### src/rtl/counter_arbiter.sv
// Two-requester arbiter for a shared up/down/load counter.
// A grant lasts until the owner drops its request or BURST cycles elapse, then one dead GAP
// cycle follows before the next grant. Ties go to the requester not recorded in r_last.
module counter_arbiter #(
  parameter int unsigned BURST = 4
) (
  input  logic       clk,
  input  logic       RESET,
  input  logic       req0,
  input  logic [1:0] MODO0,
  input  logic [3:0] D0,
  input  logic       req1,
  input  logic [1:0] MODO1,
  input  logic [3:0] D1,
  input  logic       cnt_RCO,
  output logic       ENABLE,
  output logic [1:0] MODO,
  output logic [3:0] D,
  output logic       gnt0,
  output logic       gnt1,
  output logic       rco0,
  output logic       rco1
);

  localparam logic [3:0] BurstMax = 4'(BURST);

  typedef enum logic [1:0] {StIdle, StOwn0, StOwn1, StGap} state_e;

  state_e     r_state, w_state_next;
  logic [3:0] r_burst, w_burst_next;
  logic       r_last, w_last_next;

  // State, burst counter and last-owner pointer; r_last=1 lets requester 0 win the first tie.
  always_ff @(posedge clk or negedge RESET) begin
    if (!RESET) begin
      r_state <= StIdle;
      r_burst <= 4'd0;
      r_last  <= 1'b1;
    end else begin
      r_state <= w_state_next;
      r_burst <= w_burst_next;
      r_last  <= w_last_next;
    end
  end

  // Next-state: arbitrate in IDLE/GAP, count the burst while owned, leave through GAP.
  always_comb begin
    w_state_next = r_state;
    w_burst_next = r_burst;
    w_last_next  = r_last;
    unique case (r_state)
      StIdle, StGap: begin
        w_burst_next = 4'd0;
        if (req0 && (!req1 || r_last)) begin
          w_state_next = StOwn0;
          w_last_next  = 1'b0;
          w_burst_next = 4'd1;
        end else if (req1) begin
          w_state_next = StOwn1;
          w_last_next  = 1'b1;
          w_burst_next = 4'd1;
        end else begin
          w_state_next = StIdle;
        end
      end
      StOwn0: begin
        if (!req0 || (r_burst == BurstMax)) begin
          w_state_next = StGap;
          w_burst_next = 4'd0;
        end else begin
          w_burst_next = r_burst + 4'd1;
        end
      end
      StOwn1: begin
        if (!req1 || (r_burst == BurstMax)) begin
          w_state_next = StGap;
          w_burst_next = 4'd0;
        end else begin
          w_burst_next = r_burst + 4'd1;
        end
      end
      default: begin
        w_state_next = StIdle;
        w_burst_next = 4'd0;
      end
    endcase
  end

  // Outputs: grants decode registered state; the owner's mode/data pass straight through.
  always_comb begin
    gnt0   = 1'b0;
    gnt1   = 1'b0;
    ENABLE = 1'b0;
    MODO   = 2'b00;
    D      = 4'h0;
    unique case (r_state)
      StOwn0: begin
        gnt0   = 1'b1;
        ENABLE = req0;
        MODO   = MODO0;
        D      = D0;
      end
      StOwn1: begin
        gnt1   = 1'b1;
        ENABLE = req1;
        MODO   = MODO1;
        D      = D1;
      end
      default: begin
        gnt0 = 1'b0;
      end
    endcase
  end

  // Ripple carry is visible only to the current owner.
  always_comb begin
    rco0 = cnt_RCO & gnt0;
    rco1 = cnt_RCO & gnt1;
  end

endmodule
### config.mk
export PLATFORM = sky130hd
export DESIGN_NAME = counter_arbiter
export DESIGN_NICKNAME = d
export VERILOG_FILES = /design/src/rtl/counter_arbiter.sv
export SDC_FILE = /design/constraint.sdc
export NUM_CORES = 1
export LEC_CHECK = 0
export ABC_AREA = 0
export CAP_MARGIN = 20
export CORE_MARGIN = 5
export CORE_UTILIZATION = 36
export DETAILED_ROUTE_END_ITERATION = 7
export GPL_TIMING_DRIVEN = 0
export PLACE_DENSITY_LB_ADDON = 0.12
export SLEW_MARGIN = 15
export SYNTH_ARGS = -nofsm -noshare
export SYNTH_HDL_FRONTEND = slang
export SYNTH_SLANG_ARGS = --single-unit
### constraint.sdc
create_clock -name clk -period 1.5 [get_ports clk]
set_input_delay 0.225 -clock clk [delete_from_list [all_inputs] [get_ports clk]]
set_output_delay 0.225 -clock clk [all_outputs]
set_load 0.1 [all_outputs]
* Yosys cells after proc, flatten, opt, wreduce, memory -nomap -nowiden
Cells that the tools add are included.
Word-level totals: register bits 7, word-level logic and storage cells 40
Cells by class: add/subtract/negate cells 1, eq/ne operators 6, multiplexer cells 17, bitwise operators 2, reductions and logical operators 11
Operator list (number):
- case mux 4 bit (3 select lines) | 1
- two-way mux 2 bit | 4
- two-way mux 4 bit | 2
- case mux 4 bit (2 select lines) | 1
- two-way mux 1 bit | 6
- case mux 2 bit (3 select lines) | 1
- adder 4 x 1 -> 4 bit (second input constant) | 1
- == test 2 bit (second input constant) | 2
- == test 4 x 3 -> 1 bit (second input constant) | 1
- != test 2 bit (second input constant) | 2
- case mux 2 bit (2 select lines) | 1
- AND reduction 2 bit | 2
- logical OR 1 bit | 3
- AND 1 bit | 2
- == test 2 x 1 -> 1 bit (second input constant) | 1
- zero test 1 bit | 2
- zero test 2 bit | 1
- case mux 1 bit (2 select lines) | 1
- nonzero test 2 bit | 1
- OR reduction 2 bit | 1
- logical AND 1 bit | 1

* Longest topological paths before layout
depth in word-level cells 5, gate-level depth with buffers 6, gate-level depth less buffers 5

* Worst setup path after synthesis
OpenSTA, ideal clock, no wires.
path kind reg2out, start point register r_state[1], end point output D[2], data arrival time 2885 ps, data required time 1275 ps, path slack -1610 ps, stages on the path, launching flop included 6, path buffers 1, path through dfrtp_1 > inv_1 > ha_1 > buf_2 > a22oi_1 > nor2_1
Between the ends: cells in the longest elaborated chain, start to end 2, elaborated cells on any way between the ends 3
RTL lines:
- from (decl) | RTL line 29 | state_e r_state, w_state_next;
- from (signal assigned) | RTL line 36 | r_state <= StIdle;
- from (signal assigned) | RTL line 40 | r_state <= w_state_next;
- == test 2 bit / == test 2 x 1 -> 1 bit (equally long branches) | RTL line 96 | unique case (r_state)
- case mux 4 bit (2 select lines) (*) | RTL line 96
- to (decl) | RTL line 18 | output logic [3:0] D,
Mark *: on every way between the ends. The rest lies on a longest branch, timed or not.

* Worst setup path in the final report
start point register r_state[1], end point output ENABLE
Between the ends: cells in the longest elaborated chain, start to end 2, elaborated cells on any way between the ends 3
RTL lines:
- == test 2 bit / == test 2 x 1 -> 1 bit (equally long branches) | RTL line 96
- case mux 1 bit (2 select lines) (*) | RTL line 96
- to (decl) | RTL line 16 | output logic ENABLE,
Marked as above.

==> metrics <==
outcome=finished, violations left; failing checks=negative setup slack; Core Rows=13; fillers=84; Final Wtd Congestion=0.714; Final #Nets=112; Worst Path Required=1.27 ns; crit path kind=reg -> out; setup TNS=-1.74 ns; clk_lat worst skew=0.24 ns; flop and latch count out of synthesis=7; total routed wirelength=1560 um; largest net degree at the start of global routing=11; routed length per placed instance=14.8 um; synthesis-to-layout area growth=112%; CTS Buffer Depth=2; final worst path period share=1.18; Vias/cell=4.99; hold buffers post-CTS=0; crit end category=primary output; clk root buf=clkbuf_4; crit path DAT=1.55 ns; Multi-input gate area=382 sq um; Synth Warn #=0; final hold violations=0; met1 WL=559 um; drt first-iter violations=4; DRC errors left=0; Syn Inst Count=53; chip width=47.3 um; number of CTS-inserted buffers=3; # IOs=28; Hold Crit Class=in -> async; top cells by area, synth=dfrtp_1 (30%), ha_1 (10%), a22oi_1 (9.0%); top layer in use=met4; routed length on met3=198 um; R2R cell count=7; first-pass GRT wire length=2250 um; Cell Area, Synth=500 sq um; die area=2240 sq um; ys async rst share=1.00; area leader, netlist=dfrtp_1; initial antenna violation count=0; Die H=47.3 um; Synth top cells by count=nor2_1 (8), a22oi_1 (6), dfrtp_1 (6); main flop type after synthesis=dfrtp_1; Slew @ Worst Pin=0.314 ns; GRT Overall Usage=0.144; most common cell in the synthesized netlist=nor2_1; routed wl met2=762 um; Antenna Violating Nets Remaining=0; grt total ovfl=0; Yosys cell types=25; Post-DP HPWL=1170 um; Fmax=563 MHz; Slew Limit Fails=0; sequential share of the synthesized area=0.353; H-tree Lvls=1; Startpoint Class=flip-flop; Inserted Diodes=0; vias in the first global route=512; clock skew=0.00150 ns; I/O Buffers=27; Storage cell area=176 sq um; core region area=1300 sq um; RSZ-0062 raised after global routing=true; maxcap violations=0; Final WS setup=-0.275 ns; Worst Path Max Fanout=8; FF-to-FF setup slack=0.01 ns; via count=524; initial core utilization=0.385; CTS tree=built; Post-synth EDFFs=0; fin util=0.816; share of layout cells above drive strength 1=0.467; final worst path period need=1.78 ns; share of the synthesized area in the top cell type=0.300; relative slew slack=0.790; Avg Cell Area, Syn=9.44 sq um; final setup violation count=9; DR pass1 iterations=3; Sink Count=7; post-synth net total=74; RR Startpoint=r_state[1]$_DFFE_PN0P_; register clock-pin slew on the reported worst setup and hold paths=0.05 ns; R2R Path End=r_state[0]$_DFFE_PN0P_
-- timing repair --
| item | in CTS | in global routing |
|---|---|---|
| resized for setup | 97 | 5 |
| setup buffers | 4 | 4 |
| setup endpoints to repair | 11 | 12 |
| pin swaps | 7 | 6 |
-- through the flow --
stage / cell area [sq um] / setup slack (ns) / cells / hold slack [ns]
5_1_grt: 1060 / -0.359 / 105 / 0.228
6_report: 1060 / -0.275 / 105 / 0.225
3_5_place_dp: 870 / -0.953 / 95 / 0.487
3_3_place_gp: 870 / -0.963 / 95 / 0.485
4_1_cts: 1030 / -0.274 / 103 / 0.224
2_1_floorplan: 581 / -0.446 / 53 / -0.0706
-- flip-flops by register name (all words and copies together) (netlist names) --
register,count
r_burst,4
r_state,2
r_last,1
-- layer usage --
| metal | track usage | up-vias |
|---|---|---|
| met5 | 0 | - |
| met4 | 0.0497 | 0 |
| met3 | 0.0268 | 4 |
| met2 | 0.267 | 27 |
| met1 | 0.161 | 234 |
| li1 | - | 259 |
-- worst max-delay path by stage --
stage	startpoint	slack (ns)	to
floorplan	r_state[0]$_DFFE_PN0P_	-0.45	r_burst[1]$_DFF_PN0_
global placement	req1	-0.96	ENABLE
detailed placement	req1	-0.95	ENABLE
CTS	r_state[0]$_DFFE_PN0P_	-0.27	ENABLE
global route	r_state[1]$_DFFE_PN0P_	-0.36	MODO[1]
finish	r_state[1]$_DFFE_PN0P_	-0.28	ENABLE
-- final cells by class --
cell class | count | share of cell area
buffer | 3 | 0.0389
clock buffer | 4 | 0.0247
inverter | 4 | 0.0141
multi-input combinational | 39 | 0.359
sequential | 7 | 0.166
tap | 15 | 0.0177
timing repair buffer | 33 | 0.379
-- layout by cell type, fill, tap and decap left out, types with 2 or more instances in the layout --
cell / n
nand3b_1: 2
a22oi_2: 3
a22oi_1: 3
nor2_1: 2
clkbuf_4: 3
buf_4: 6
clkdlybuf4s50_1: 16
buf_12: 8
ha_4: 2
dfrtp_1: 6
buf_6: 3
nor2_4: 6
inv_2: 2
inv_1: 2
buf_8: 3
mux2i_1: 2
a21boi_0: 2
ha_1: 2
-- critical path: stages (launching register included) --
cell	delay, ns
dfrtp_1	0.41
inv_2	0.08
ha_4	0.17
buf_8	0.13
a22o_4	0.22
nor2b_4	0.13
buf_12	0.16
-- cells by family (layout without fill, tap and decap cells) --
logic type	Yosys count	in the layout	share of synthesized area
AOI/OAI and AO/OA	13	13	0.202
xor gates and xnor gates	2	2	0.0350
adders and majority gates	4	4	0.100
buffers and inverters	7	44	0.0725
DFF	7	7	0.353
muxes	2	2	0.0400
and+or+nand+nor	18	18	0.197
Power is left out: the tool's default activity adds up to more than one toggle a clock period on the data nets, which glitch-free logic cannot reach.
